File: src/rtl/stride_serializer_pkg.sv
// rtl/stride_serializer_pkg.sv - shared stride geometry, types and helpers
package stride_serializer_pkg;

    localparam int CHAR_SIZE   = 8;
    localparam int STRIDE_SIZE = 8;
    localparam int WORD_SIZE   = 32;
    localparam int NUM_STRIDES = WORD_SIZE / STRIDE_SIZE;
    localparam int LEN_W       = $clog2(STRIDE_SIZE + 1);
    localparam int CNT_W       = $clog2(NUM_STRIDES + 1);
    localparam int IDX_W       = $clog2(NUM_STRIDES);
    localparam int CHR_W       = $clog2(STRIDE_SIZE);

    localparam logic [CHAR_SIZE-1:0] DEFAULT_CHAR = 8'h00;

    typedef logic [STRIDE_SIZE-1:0][CHAR_SIZE-1:0] stride_t;
    typedef logic [LEN_W-1:0]                      stride_len_t;
    typedef stride_t     [NUM_STRIDES-1:0]         stride_buf_t;
    typedef stride_len_t [NUM_STRIDES-1:0]         len_vec_t;

    localparam stride_len_t        MAX_LEN = LEN_W'(STRIDE_SIZE);
    localparam logic [CNT_W-1:0]   MAX_CNT = CNT_W'(NUM_STRIDES);

    typedef enum logic {
        S_IDLE,
        S_EMIT
    } ser_state_t;

    // Index of the highest non-empty stride below count; 0 when none exists.
    function automatic logic [IDX_W-1:0] last_nonempty(input len_vec_t lens,
                                                       input logic [CNT_W-1:0] count);
        logic [IDX_W-1:0] r;
        r = '0;
        for (int i = 0; i < NUM_STRIDES; i++) begin
            if (CNT_W'(i) < count && lens[i] != '0) begin
                r = IDX_W'(i);
            end
        end
        return r;
    endfunction

endpackage

File: src/rtl/stride_next_finder.sv
// rtl/stride_next_finder.sv - finds the first non-empty stride at or after start_idx
// start_idx : first candidate stride index
// lens      : clamped per-stride lengths
// count     : clamped number of valid strides
// next_idx  : lowest index >= start_idx, < count, with non-zero length
// none_left : no such stride exists
module stride_next_finder
    import stride_serializer_pkg::*;
(
    input  logic [CNT_W-1:0] start_idx,
    input  len_vec_t         lens,
    input  logic [CNT_W-1:0] count,
    output logic [IDX_W-1:0] next_idx,
    output logic             none_left
);

    // Scan downwards so the lowest qualifying index is the one left standing.
    always_comb begin
        next_idx  = '0;
        none_left = 1'b1;
        for (int i = NUM_STRIDES - 1; i >= 0; i--) begin
            if (CNT_W'(i) >= start_idx && CNT_W'(i) < count && lens[i] != '0) begin
                next_idx  = IDX_W'(i);
                none_left = 1'b0;
            end
        end
    end

endmodule

File: src/rtl/stride_serializer.sv
// rtl/stride_serializer.sv - rebuilds an ASCII name from a stride collection, one char per cycle
// clk, rst                    : clock, synchronous active-high reset
// strideValid/strideReady     : collection load handshake
// strideData/strideLen/strideCount : stride chars, per-stride lengths, stride count
// charValid/charReady         : output char handshake
// outChar, charLast           : current char, final-char flag
// busy                        : a collection is held and not fully emitted
module stride_serializer
    import stride_serializer_pkg::*;
(
    input  logic                                        clk,
    input  logic                                        rst,
    input  logic                                        strideValid,
    output logic                                        strideReady,
    input  logic [NUM_STRIDES*STRIDE_SIZE*CHAR_SIZE-1:0] strideData,
    input  logic [NUM_STRIDES*LEN_W-1:0]                strideLen,
    input  logic [CNT_W-1:0]                            strideCount,
    output logic                                        charValid,
    input  logic                                        charReady,
    output logic [CHAR_SIZE-1:0]                        outChar,
    output logic                                        charLast,
    output logic                                        busy
);

    ser_state_t           state_q,     state_d;
    stride_buf_t          buf_q,       buf_d;
    len_vec_t             lens_q,      lens_d;
    logic [CNT_W-1:0]     cnt_q,       cnt_d;
    logic [IDX_W-1:0]     last_idx_q,  last_idx_d;
    logic [IDX_W-1:0]     stride_idx_q, stride_idx_d;
    logic [CHR_W-1:0]     char_idx_q,  char_idx_d;
    logic                 ready_q,     ready_d;
    logic                 busy_q,      busy_d;
    logic                 valid_q,     valid_d;
    logic                 last_q,      last_d;
    logic [CHAR_SIZE-1:0] out_char_q,  out_char_d;

    len_vec_t             lens_in;
    logic [CNT_W-1:0]     count_in;
    logic [IDX_W-1:0]     load_idx;
    logic                 load_none;
    logic [IDX_W-1:0]     next_idx;
    logic                 next_none;

    always_comb begin
        for (int i = 0; i < NUM_STRIDES; i++) begin
            lens_in[i] = (strideLen[i*LEN_W +: LEN_W] > MAX_LEN) ? MAX_LEN
                                                                 : strideLen[i*LEN_W +: LEN_W];
        end
        count_in = (strideCount > MAX_CNT) ? MAX_CNT : strideCount;
    end

    // First non-empty stride of an incoming collection.
    stride_next_finder u_load_finder (
        .start_idx (CNT_W'(0)),
        .lens      (lens_in),
        .count     (count_in),
        .next_idx  (load_idx),
        .none_left (load_none)
    );

    // Next non-empty stride after the one currently being emitted.
    stride_next_finder u_next_finder (
        .start_idx (CNT_W'(stride_idx_q) + CNT_W'(1)),
        .lens      (lens_q),
        .count     (cnt_q),
        .next_idx  (next_idx),
        .none_left (next_none)
    );

    always_comb begin
        state_d      = state_q;
        buf_d        = buf_q;
        lens_d       = lens_q;
        cnt_d        = cnt_q;
        last_idx_d   = last_idx_q;
        stride_idx_d = stride_idx_q;
        char_idx_d   = char_idx_q;
        ready_d      = ready_q;
        busy_d       = busy_q;
        valid_d      = valid_q;

        case (state_q)
            S_IDLE: begin
                if (strideValid) begin
                    buf_d      = strideData;
                    lens_d     = lens_in;
                    cnt_d      = count_in;
                    last_idx_d = last_nonempty(lens_in, count_in);
                    if (!load_none) begin
                        state_d      = S_EMIT;
                        ready_d      = 1'b0;
                        busy_d       = 1'b1;
                        valid_d      = 1'b1;
                        stride_idx_d = load_idx;
                        char_idx_d   = '0;
                    end
                end
            end
            S_EMIT: begin
                if (valid_q && charReady) begin
                    if (last_q) begin
                        state_d = S_IDLE;
                        ready_d = 1'b1;
                        busy_d  = 1'b0;
                        valid_d = 1'b0;
                    end else if (LEN_W'(char_idx_q) + LEN_W'(1) < lens_q[stride_idx_q]) begin
                        char_idx_d = char_idx_q + CHR_W'(1);
                    end else if (!next_none) begin
                        stride_idx_d = next_idx;
                        char_idx_d   = '0;
                    end
                end
            end
            default: state_d = S_IDLE;
        endcase

        // Output regs are recomputed from the next pointer, so they stay put while stalled.
        if (valid_d) begin
            out_char_d = buf_d[stride_idx_d][char_idx_d];
            last_d     = (stride_idx_d == last_idx_d) &&
                         (LEN_W'(char_idx_d) + LEN_W'(1) == lens_d[stride_idx_d]);
        end else begin
            out_char_d = DEFAULT_CHAR;
            last_d     = 1'b0;
        end
    end

    always_ff @(posedge clk) begin
        if (rst) begin
            state_q      <= S_IDLE;
            buf_q        <= '0;
            lens_q       <= '0;
            cnt_q        <= '0;
            last_idx_q   <= '0;
            stride_idx_q <= '0;
            char_idx_q   <= '0;
            ready_q      <= 1'b1;
            busy_q       <= 1'b0;
            valid_q      <= 1'b0;
            last_q       <= 1'b0;
            out_char_q   <= DEFAULT_CHAR;
        end else begin
            state_q      <= state_d;
            buf_q        <= buf_d;
            lens_q       <= lens_d;
            cnt_q        <= cnt_d;
            last_idx_q   <= last_idx_d;
            stride_idx_q <= stride_idx_d;
            char_idx_q   <= char_idx_d;
            ready_q      <= ready_d;
            busy_q       <= busy_d;
            valid_q      <= valid_d;
            last_q       <= last_d;
            out_char_q   <= out_char_d;
        end
    end

    // Held low while rst is asserted so no load can be offered during reset.
    assign strideReady = ready_q & ~rst;
    assign charValid   = valid_q;
    assign outChar     = out_char_q;
    assign charLast    = last_q;
    assign busy        = busy_q;

endmodule

File: config.mk
export PLATFORM = sky130hd
export DESIGN_NAME = stride_serializer
export DESIGN_NICKNAME = d
export VERILOG_FILES = /design/src/rtl/stride_serializer_pkg.sv /design/src/rtl/stride_next_finder.sv /design/src/rtl/stride_serializer.sv
export SDC_FILE = /design/constraint.sdc
export NUM_CORES = 1
export LEC_CHECK = 0
export ABC_AREA = 1
export CORE_MARGIN = 4
export CORE_UTILIZATION = 51
export CTS_BUF_LIST = sky130_fd_sc_hd__clkbuf_8
export CTS_CLUSTER_SIZE = 20
export DETAILED_ROUTE_END_ITERATION = 8
export HOLD_SLACK_MARGIN = 0.06
export PLACE_DENSITY_LB_ADDON = 0.05
export SYNTH_ARGS = -nofsm -noshare
export SYNTH_HDL_FRONTEND = slang
export SYNTH_SLANG_ARGS = --single-unit
File: constraint.sdc
create_clock -name clk -period 4.09 [get_ports clk]
set_clock_uncertainty 0.1 [all_clocks]
set_input_delay 0.818 -clock clk [delete_from_list [all_inputs] [get_ports clk]]
set_output_delay 0.818 -clock clk [all_outputs]
set_load 0.005 [all_outputs]
==> metrics list <==
- Result of the run: finished clean
- The worst hold path belongs to the class register to register.
- YS warnings: 0
- Setup_tns: 0 ns
- Total CTS buffers: 50
- Synth top area share: 42.6%
- Wire length of the first global-routing pass: 67,500 µm
* CTS clock-pin slew for the worst setup and hold paths: 0.06 ns
* Die H: 173 µm
* Number of cells upsized or downsized after cts: 0
- Vias in the first global route: 12,718
- Number of hold violations in the final report: 0
- Power spread over the standard cell area amounts to 417 mW/mm².
- Worst slew slack as a fraction of its limit: 26.8%
- Maximum frequency from static timing analysis: 258 MHz
- The first TritonRoute pass finished after 6 iterations.
- In the routed design, unresolved DRC markers number 0.
* GR Overflow Total: 0
* Max-slew violation total from the final report: 0
- Number of I/O pins: 291
- Placer congestion estimate: 0.979
- The worst path needs 3.88 ns of the cycle, external delays included.
- Entering global routing, the biggest net connects 211 pins.
* Overall die area: 0.0299 mm²
- The largest total area in the synthesized netlist belongs to sky130_fd_sc_hd__dfxtp_1.
* Initial antenna violation count: 7
- The floorplan has 60 rows.
- Net count of the mapped netlist: 2,095
* Startpoint of the most critical setup path: stride_idx_q[0]
- Library cell contributing the largest single delay on the critical path: sky130_fd_sc_hd__a21oi_4
* Share of the clock period used by the worst path after layout: 94.8%
- In the final design database the tool counted 2,353 nets.
- The share of the Yosys chip area taken by registers is 42.6%.
* Transition time at the pin with the least slew margin: 1.10 ns
- VDD sags by at most 0.000269 V.
* Number of routed nets with antenna violations: 0
- Source-to-sink clock delay at the later pin of the worst-skew pair: 0.56 ns
- Final WL: 43,100 µm
- The floorplan step set the die width to 173 µm.
- STA classifies the critical path startpoint as a register.
* Number of buffers added for setup after CTS: 0
- Num Clock Sinks: 295
* Leakage: 8.20 nW
- Per-instance average area after synthesis: 7.66 µm²
- The synthesized netlist occupies a cell area of 0.0139 mm².
- Root Buffer Master: sky130_fd_sc_hd__clkbuf_8
- For this configuration, the core starts out at a cell density of 51.6%.
- Final setup violation count: 0
- The startpoint identified for the worst hold timing path is busy.
- In the post-synthesis netlist, the biggest area contributors are sky130_fd_sc_hd__dfxtp_1 43%, sky130_fd_sc_hd__mux2i_1 16%, sky130_fd_sc_hd__nand2_1 10%.
* Flop and latch count out of synthesis: 295
- In the final routed layout, each cell accounts on average for 17.6 µm.
- CTS HTree Levels: 2
- From synthesis to final layout, the design area changed by 31.2%.
- Number of DRC markers after the initial detailed-route iteration: 1,176
- Final HPWL from detailed placement: 30,700 µm
- Cells after Synth: 1,812
* Required time reported for the critical path endpoint: 4.50 ns
* Yosys cell types: 40
- WHS: 0.364 ns
- STA classifies the critical path endpoint as a register.
* Biggest fanout along the worst timing path: 15
- On the worst path, the slowest cell contributes a delay of 0.54 ns.
* Critical Path, Cell by Cell: inv_2 > a21oi_1 > o21ai_0 > o211ai_1 > inv_1 > ha_1 > a21oi_1 > nand2_2 > nand3_1 > nand2_1 > a21oi_4 > buf_4 > nand3_1 > a21oi_1 > nor2_1 > nand2_1 > nand2_1 > nor2_1
- The tool flagged a number of max-cap violations equal to 0.
- Ratio of routed vias to standard cells: 5.34
- Setup CP Type: register to register
- In this run the standard cell core region covers 0.0269 mm².
- CTS max path bufs: 3
* Share of post-route cells with drive strength above 1: 8.16%
* Source of the worst register-to-register timing path: stride_idx_q[0]
- Data arrival at the endpoint of the critical path: 4.29 ns
- Setup repair after global routing left no endpoint under its margin.
- DR vias: 13,115
- CTS tree: done
- During placement, the flow inserted port buffers numbering 290.
- Global routing consumed, over all layers together, 27.5% of the routing resources.
* Post-CTS Hold Fix Bufs: 0
worst paths after layout:
check	end	slack, ns	cells after the start
hold reg to reg	busy	0.36	2
setup reg to reg	outChar[0]	0.21	18
setup / recovery	outChar[0]	0.21	18
hold / removal	busy	0.36	2
critical path: cells and delay by family (launching register included):
family                     cells  cell delay [ns]
DFF                            1             0.48
and+or+nand+nor                8             0.89
adders and majority gates      1             0.32
buffers and inverters          3             0.60
AOI/OAI and AO/OA              6             1.41
layout by cell type, fill, tap and decap left out, types with 2 or more instances in the layout:
cell	netlist	final
sky130_fd_sc_hd__o21ai_0	49	49
sky130_fd_sc_hd__inv_2	7	7
sky130_fd_sc_hd__or2_1	3	3
sky130_fd_sc_hd__o21bai_1	4	4
sky130_fd_sc_hd__nand2_2	4	4
sky130_fd_sc_hd__bufinv_16	0	5
sky130_fd_sc_hd__nand4_1	2	2
sky130_fd_sc_hd__diode_2	0	5
sky130_fd_sc_hd__nand3b_1	19	19
sky130_fd_sc_hd__clkbuf_8	0	62
sky130_fd_sc_hd__or2_2	38	38
sky130_fd_sc_hd__mux2i_1	218	218
sky130_fd_sc_hd__o211ai_1	10	10
sky130_fd_sc_hd__buf_12	0	13
sky130_fd_sc_hd__a22oi_1	12	12
sky130_fd_sc_hd__buf_4	8	24
sky130_fd_sc_hd__nor2_1	338	338
sky130_fd_sc_hd__dfxtp_1	295	295
sky130_fd_sc_hd__nand2_1	369	368
sky130_fd_sc_hd__clkdlybuf4s50_1	0	289
sky130_fd_sc_hd__o21ai_1	9	9
sky130_fd_sc_hd__nand3_1	202	202
sky130_fd_sc_hd__a21oi_1	29	29
sky130_fd_sc_hd__inv_1	62	77
sky130_fd_sc_hd__ha_1	4	4
sky130_fd_sc_hd__clkinv_2	0	7
sky130_fd_sc_hd__nor2_4	1	2
sequential cells by signal, indices dropped and copies added (netlist names):
| signal | flops |
|---|---|
| state_q | 1 |
| lens_q | 16 |
| charLast | 1 |
| busy | 1 |
| buf_q | 256 |
| outChar | 8 |
| last_idx_q | 2 |
| charValid | 1 |
| stride_idx_q | 2 |
| cnt_q | 3 |
| ready_q | 1 |
| char_idx_q | 3 |
report_power, final:
group	internal, mW	total [mW]	switching, mW
logic	0.710	1.59	0.881
clock network	1.68	2.87	1.19
registers	3.06	3.12	0.0598
total	5.45	7.58	2.14
area by class of cell:
cell class | count | area (µm²)
Antenna cell | 5 | 12.5
Clock buffer | 62 | 853
Clock inverter | 28 | 248
Fill cell | 2333 | 8680
Inverter | 70 | 264
Multi-Input combinational cell | 1326 | 7140
Sequential cell | 295 | 5910
Tap cell | 341 | 427
Timing Repair Buffer | 327 | 3350
stage by stage:
stage | cells | power [mW] | worst slack, ns | util, % | instance area [µm²]
after detailed placement | 2359 | 4.75 | 0.123 | 63.6 | 17100
after CTS | 2449 | 7.62 | 0.319 | 67.7 | 18200
after floorplan | 1812 | 4.11 | 1.24 | - | 13900
after global placement | 2359 | 4.73 | 0.153 | 63.6 | 17100
after global routing | 2453 | 7.93 | 0.0214 | 67.7 | 18200
final | 2454 | 7.58 | 0.214 | 67.7 | 18200
synth_stat cells:
cell and instances:
sky130_fd_sc_hd__nand2_1 369, sky130_fd_sc_hd__nor2_1 338, sky130_fd_sc_hd__dfxtp_1 295, sky130_fd_sc_hd__mux2i_1 218, sky130_fd_sc_hd__nand3_1 202, sky130_fd_sc_hd__inv_1 62
sky130_fd_sc_hd__clkbuf_1 61, sky130_fd_sc_hd__o21ai_0 49, sky130_fd_sc_hd__buf_2 38, sky130_fd_sc_hd__or2_2 38, sky130_fd_sc_hd__a21oi_1 29, sky130_fd_sc_hd__nand3b_1 19
sky130_fd_sc_hd__a22oi_1 12, sky130_fd_sc_hd__o211ai_1 10, sky130_fd_sc_hd__o21ai_1 9, sky130_fd_sc_hd__buf_4 8, sky130_fd_sc_hd__buf_6 8, sky130_fd_sc_hd__inv_2 7
sky130_fd_sc_hd__buf_1 6, sky130_fd_sc_hd__ha_1 4, sky130_fd_sc_hd__nand2_2 4, sky130_fd_sc_hd__o21bai_1 4, sky130_fd_sc_hd__or2_1 3, sky130_fd_sc_hd__nand4_1 2
sky130_fd_sc_hd__nor2_2 2, sky130_fd_sc_hd__a211oi_1 1, sky130_fd_sc_hd__a211oi_2 1, sky130_fd_sc_hd__a21oi_2 1, sky130_fd_sc_hd__a31oi_1 1, sky130_fd_sc_hd__clkinv_1 1
sky130_fd_sc_hd__nand2_4 1, sky130_fd_sc_hd__nand3_2 1, sky130_fd_sc_hd__nor2_4 1, sky130_fd_sc_hd__nor2_8 1, sky130_fd_sc_hd__nor3_1 1, sky130_fd_sc_hd__o211a_1 1
sky130_fd_sc_hd__o21ai_2 1, sky130_fd_sc_hd__o22ai_1 1, sky130_fd_sc_hd__o2bb2ai_1 1, sky130_fd_sc_hd__xnor2_1 1
metal layers:
layer	vias to the layer above	wire length, µm	GRT usage [%]
li1	6446	-	-
met5	-	35	0
met2	508	19700	44.4
met4	6	1490	10.5
met1	6061	18500	36.6
met3	94	3400	5.66
cells by family (layout without fill, tap and decap cells):
| kind of cell | Yosys count | count (layout) | synth area share (%) |
|---|---|---|---|
| flops | 295 | 295 | 42.6 |
| buf+inv | 191 | 487 | 6.16 |
| fa+ha+maj | 4 | 4 | 0.361 |
| mux | 218 | 218 | 15.7 |
| xor+xnor | 1 | 1 | 0.0631 |
| compound gates | 121 | 121 | 5.04 |
| other cells | 0 | 5 | 0 |
| simple gates | 982 | 982 | 30.1 |
No activity file was read; power rests on OpenSTA's default activity.
